**config.mk**
```make
export PLATFORM = sky130hd
export DESIGN_NAME = fetch_queue_flat
export DESIGN_NICKNAME = d
export VERILOG_FILES = /design/src/rtl/fetch_queue_if.sv /design/src/rtl/fetch_queue.sv /design/src/flat_wrapper.sv
export SDC_FILE = /design/constraint.sdc
export NUM_CORES = 1
export LEC_CHECK = 0
export ABC_AREA = 1
export CAP_MARGIN = 5
export CORE_MARGIN = 2
export CORE_UTILIZATION = 45
export CTS_CLUSTER_DIAMETER = 50
export DETAILED_ROUTE_END_ITERATION = 8
export GPL_TIMING_DRIVEN = 0
export PLACE_DENSITY = 0.68
export RECOVER_POWER = 25
export SLEW_MARGIN = 20
export SYNTH_ARGS = -nofsm -noshare
export SYNTH_HDL_FRONTEND = slang
export SYNTH_SLANG_ARGS = --single-unit
```
**constraint.sdc**
```tcl
create_clock -name clk -period 5.2 [get_ports clk]
set_clock_uncertainty 0.05 [all_clocks]
set_input_delay 0.52 -clock clk [delete_from_list [all_inputs] [get_ports clk]]
set_output_delay 0.52 -clock clk [all_outputs]
set_load 0.1 [all_outputs]
```
**src/rtl/fetch_queue_if.sv**
```systemverilog
// fetch_queue_if: handshake and bus bundle between the fetch queue and its
// surroundings (execute redirect, instruction ROM, decode stage).
//   master : the fetch queue side (drives ROM address and decode outputs)
//   slave  : the environment side (drives redirect, ROM data and decode ready)
interface fetch_queue_if #(
    parameter int DW    = 32,
    parameter int DEPTH = 4
);
    localparam int CW = $clog2(DEPTH + 1);

    logic          flush_i;
    logic [DW-1:0] flush_pc_i;
    logic [DW-1:0] imem_addr_o;
    logic [DW-1:0] imem_data_i;
    logic          valid_o;
    logic          ready_i;
    logic [DW-1:0] instr_o;
    logic [DW-1:0] pc_o;
    logic [DW-1:0] inc_pc_o;
    logic [CW-1:0] count_o;

    modport master (
        input  flush_i, flush_pc_i, imem_data_i, ready_i,
        output imem_addr_o, valid_o, instr_o, pc_o, inc_pc_o, count_o
    );

    modport slave (
        output flush_i, flush_pc_i, imem_data_i, ready_i,
        input  imem_addr_o, valid_o, instr_o, pc_o, inc_pc_o, count_o
    );
endinterface

```
**src/rtl/fetch_queue.sv**
```systemverilog
// fetch_queue: fetch stage in front of decode. Holds the fetch PC, drives the
// combinational ROM address and buffers {instr, pc} pairs in a DEPTH-entry
// FIFO so decode may stall. A flush from execute empties the queue and
// redirects the fetch PC (word aligned).
//   clk    rising-edge clock
//   rst    asynchronous active-low reset
//   fq     fetch_queue_if.master: flush/flush_pc, imem addr/data,
//          valid/ready head handshake with instr/pc/inc_pc, count
module fetch_queue #(
    parameter int            DW       = 32,
    parameter int            DEPTH    = 4,
    parameter logic [DW-1:0] RESET_PC = '0
) (
    input  logic           clk,
    input  logic           rst,
    fetch_queue_if.master  fq
);
    localparam int            AW   = $clog2(DEPTH);
    localparam int            CW   = $clog2(DEPTH + 1);
    localparam logic [CW-1:0] FULL = CW'(DEPTH);

    logic [DW-1:0]             fetch_pc;
    logic [AW-1:0]             rd_ptr, wr_ptr;
    logic [CW-1:0]             count;
    logic [DEPTH-1:0][DW-1:0]  mem_instr, mem_pc;
    logic                      valid, pop, push;

    assign valid = (count != '0);
    assign pop   = valid & fq.ready_i;
    // A pop frees a slot in the same cycle, so a full queue keeps streaming.
    assign push  = !fq.flush_i & ((count != FULL) | pop);

    always_ff @(posedge clk or negedge rst) begin
        if (!rst) begin
            fetch_pc <= RESET_PC;
            rd_ptr   <= '0;
            wr_ptr   <= '0;
            count    <= '0;
        end else if (fq.flush_i) begin
            // Any pop this cycle already completed its handshake; the rest is dropped.
            fetch_pc <= fq.flush_pc_i & ~DW'(3);
            rd_ptr   <= '0;
            wr_ptr   <= '0;
            count    <= '0;
        end else begin
            if (push) begin
                fetch_pc <= fetch_pc + DW'(4);
                wr_ptr   <= wr_ptr + AW'(1);
            end
            if (pop)
                rd_ptr <= rd_ptr + AW'(1);
            case ({push, pop})
                2'b10:   count <= count + CW'(1);
                2'b01:   count <= count - CW'(1);
                default: count <= count;
            endcase
        end
    end

    // Storage needs no reset: entries are only visible through count.
    always_ff @(posedge clk) begin
        if (push) begin
            mem_instr[wr_ptr] <= fq.imem_data_i;
            mem_pc[wr_ptr]    <= fetch_pc;
        end
    end

    assign fq.imem_addr_o = fetch_pc;
    assign fq.valid_o     = valid;
    assign fq.count_o     = count;
    // Head fields read as zero while empty rather than exposing stale entries.
    assign fq.instr_o     = valid ? mem_instr[rd_ptr] : '0;
    assign fq.pc_o        = valid ? mem_pc[rd_ptr] : '0;
    assign fq.inc_pc_o    = valid ? mem_pc[rd_ptr] + DW'(4) : '0;
endmodule

```
**src/flat_wrapper.sv**
```systemverilog
// flat-port wrapper written by rule: the top's interface ports become plain ports
module fetch_queue_flat 
#(
    parameter int            DW       = 32,
    parameter int            DEPTH    = 4,
    parameter logic [DW-1:0] RESET_PC = '0
)
  (clk, rst, fq_flush_i, fq_flush_pc_i, fq_imem_data_i, fq_ready_i, fq_imem_addr_o, fq_valid_o, fq_instr_o, fq_pc_o, fq_inc_pc_o, fq_count_o);
  fetch_queue_if #(.DW(DW), .DEPTH(DEPTH)) fq_i ();
  input  logic clk;
  input  logic rst;
  input wire logic [$bits(fq_i.flush_i)-1:0] fq_flush_i;
  input wire logic [$bits(fq_i.flush_pc_i)-1:0] fq_flush_pc_i;
  input wire logic [$bits(fq_i.imem_data_i)-1:0] fq_imem_data_i;
  input wire logic [$bits(fq_i.ready_i)-1:0] fq_ready_i;
  output wire logic [$bits(fq_i.imem_addr_o)-1:0] fq_imem_addr_o;
  output wire logic [$bits(fq_i.valid_o)-1:0] fq_valid_o;
  output wire logic [$bits(fq_i.instr_o)-1:0] fq_instr_o;
  output wire logic [$bits(fq_i.pc_o)-1:0] fq_pc_o;
  output wire logic [$bits(fq_i.inc_pc_o)-1:0] fq_inc_pc_o;
  output wire logic [$bits(fq_i.count_o)-1:0] fq_count_o;
  assign fq_i.flush_i = fq_flush_i;
  assign fq_i.flush_pc_i = fq_flush_pc_i;
  assign fq_i.imem_data_i = fq_imem_data_i;
  assign fq_i.ready_i = fq_ready_i;
  assign fq_imem_addr_o = fq_i.imem_addr_o;
  assign fq_valid_o = fq_i.valid_o;
  assign fq_instr_o = fq_i.instr_o;
  assign fq_pc_o = fq_i.pc_o;
  assign fq_inc_pc_o = fq_i.inc_pc_o;
  assign fq_count_o = fq_i.count_o;
  fetch_queue #(.DW(DW), .DEPTH(DEPTH), .RESET_PC(RESET_PC)) u_core (.clk(clk), .rst(rst), .fq(fq_i));
endmodule
```
==> key figures <==
Status
  – Status: complete, no violations

Timing
  – Final hold vios: 0
  – RSZ-0062 raised after global routing: no
  – Final setup TNS: 0 ns
  – Final min period: 4.90 ns
  – Fmax: 204 MHz
  – Final WS setup: 0.300 ns
  – Endpoints failing setup: 0
  – Slew Limit Fails: 0
  – Tcrit/Tclk final: 94.2%
  – Worst-Margin Slew: 1.09 ns
  – Worst rel slew slack: 27.2%

Synth
  – Largest area contributor in the netlist: edfxtp_1
  – Post-synth EDFFs: 248
  – Synthesized area per cell: 9.36 um2
  – Unique cell type count in the Yosys netlist: 43
  – Dominant cells by area after synthesis: edfxtp_1 (54%), nand2_1 (11%), nor2_1 (7.4%), dfrtp_1 (6.7%), o21ai_0 (3.6%)
  – Most common library cells after synthesis: nand2_1 (403), nor2_1 (270), edfxtp_1 (248)
  – Sequential share of the synthesized area: 61.0%
  – Asr flop ratio synth: 13.0%
  – Number of synthesized register bits: 285
  – Yosys warnings: 0
  – Cell Area, Synth: 13700 um2
  – Synth Instances: 1466
  – Most common cell in the netlist: nand2_1
  – Ys flop type: edfxtp_1
  – Area share of the largest cell type after synthesis: 54.3%

Placement
  – DP HPWL: 28.6 mm
  – PortBufs: 190
  – GP Congestion: 0.900
  – DP Worst Slack: 0.859 ns

Layout
  – Finished Core Util: 58.9%
  – Layout net count: 1782
  – Layout cell share with drive strength beyond 1: 8.79%
  – Layout Area Growth over Synthesis: 27.9%

Worst setup path
  – R2R Path End: u_core.mem_instr[72]
  – Worst-path fanout max: 10
  – R2R depth: 7
  – CP Data Arrival Time: 4.33 ns
  – Critical Path RT: 4.63 ns
  – R2R Path Start: u_core.fq.count_o[0]
  – Setup CP Type: reg -> out
  – Crit. End Element: output port
  – Register-to-register setup slack: 2.61 ns
  – CP Launch Type: flip-flop

Die
  – Ports: 200
  – Initial Util: 46.0%
  – Site row count: 63
  – Die Span Y: 179 um
  – Die Width: 179 um
  – Core box area: 29800 um2
  – Die area: 31900 um2

Job
  – Max-cap violations: 0

GRT
  – Vias in the first global route: 10.7k
  – Global Route Usage Sum: 25.1%
  – First-pass GRT wire length: 60.2 mm
  – Congestion Overflow GR: 0
  – Initial antenna violation count: 7
  – Largest net degree at the start of global routing: 30

CTS
  – CTS buffer count: 30
  – Clk Latency, worst-skew pair: 0.55 ns
  – Clock root buffer: clkbuf_16
  – Clock slew at reported path FFs: 0.06 ns
  – CTS tree: yes
  – Total setup buffers inserted after CTS: 0
  – Max clock buf depth: 3
  – CTS H-tree depth: 1
  – Clock sinks: 285

Power
  – Register share of total power: 26.2%
  – Gate power share: 52.7%
  – Clk network pwr share: 21.0%
  – Leakage power: 6.79 nW
  – Switching power: 5.42 mW
  – Worst ir drop on vdd: 0.537 mV
  – Sw Ratio: 50.5%
  – Pint: 5.30 mW
  – Power density over the cells: 611 nW/um2

Drt
  – Residual DRC count: 0
  – Routed WL: 39.5 mm
  – Routed len/inst: 18.6 um
  – First DRT Iteration DRCs: 889
  – Final ANT Viol Nets: 0
  – Routed via count: 11.1k
  – Vias/cell: 5.24
  – DR pass1 iterations: 6

Hold path
  – Hold Path Class: in -> async
cell families after synthesis:
logic type	count (synthesis)	synth area share (%)
flip-flops	285	61.0
other	1	0.0273
AND/OR/NAND/NOR	823	24.8
AO/OA/AOI/OAI	191	7.43
buffers and inverters	144	5.06
XOR/XNOR	15	0.958
adder cells (fa/ha/maj)	7	0.693
worst max-delay path by stage:
stage                         startpoint                    end  slack [ns]  cells past startpoint
floorplan           u_core.fq.count_o[0]         fq_inc_pc_o[6]        0.17                      6
global placement              fq_ready_i  u_core.mem_instr[101]       -1.77                      6
CTS                     u_core.rd_ptr[1]        fq_inc_pc_o[30]        0.27                     12
finish                  u_core.rd_ptr[1]        fq_inc_pc_o[28]        0.30                     14
global route            u_core.rd_ptr[1]        fq_inc_pc_o[24]        0.07                     15
detailed placement      u_core.rd_ptr[1]        fq_inc_pc_o[28]        0.86                     14
cells in the final DEF (no fill, tap or decap), types with 7 or more instances in the layout:
cell             instances
nand3_1                 83
nor2_2                  11
buf_4                   12
dfrtp_1                 37
edfxtp_1               248
buf_2                   17
buf_1                    9
dlygate4sd3_1           33
clkbuf_16               31
nor2_1                 266
clkdlybuf4s50_1        157
buf_6                    7
o21ai_0                100
nor2_4                  12
clkbuf_1                33
buf_16                  10
inv_1                   67
nand2_1                403
xor2_1                   9
nor3_1                  13
nand2_2                 22
a21oi_1                 66
through the flow:
stage	instances	total power [mW]	instance area, um2	hold WS (ns)
6_report	2120	10.7	17500	0.440
5_1_grt	2119	11.1	17500	0.489
4_1_cts	2119	10.8	17500	0.311
3_5_place_dp	2064	8.51	16500	0.352
3_3_place_gp	2051	8.44	16100	0.497
2_1_floorplan	1471	7.04	13700	0.174
routing by layer:
| metal | vias up | global-route usage (%) | wire length, um |
|---|---|---|---|
| met4 | 8 | 7.76 | 1110 |
| met1 | 5130 | 31.8 | 15600 |
| li1 | 5380 | - | - |
| met2 | 497 | 43.8 | 19300 |
| met5 | - | 0 | 57 |
| met3 | 89 | 4.31 | 3380 |
worst max-delay path, stage by stage, from the launching register on:
cell and delay (ns):
dfrtp_1 0.39, buf_4 0.20, clkbuf_1 0.50, o211ai_1 0.20, nand2_2 0.17, ha_1 0.23
nand3_2 0.12, nor2_4 0.12, nand2_1 0.17, nor2_4 0.20, nand3_1 0.10, nand2_1 0.07
nand2_1 0.06, nor2_1 0.08, clkdlybuf4s50_1 1.14
state kept, by name (all words and copies together), names as in the netlist:
register / cells
u_core.wr_ptr: 2
u_core.mem_pc: 120
u_core.rd_ptr: 2
u_core.fq.imem_addr_o: 30
u_core.mem_instr: 128
u_core.fq.count_o: 3
layout make-up:
type	count	area, um2
Fill cell	2525	12200
Sequential cell	285	8370
Multi-Input combinational cell	1042	4700
Clock buffer	39	816
Antenna cell	1	2.50
Timing Repair Buffer	204	2240
Buffer	72	417
Inverter	72	278
Clock inverter	15	234
Tap cell	390	488
timing repair:
action	CTS	global route
gates resized for setup	0	0
endpoints found under the hold margin	8	0
hold buffers	1	0
power groups by stage:
stage	Combinational [mW]	Clock (mW)	Sequential [mW]
detailed placement	5.66	0	2.86
finish	5.65	2.25	2.81
CTS	5.67	2.27	2.81
global route	5.94	2.37	2.83
global placement	5.57	0	2.87
floorplan	3.97	0	3.07
(Power assumes the default switching activity.)
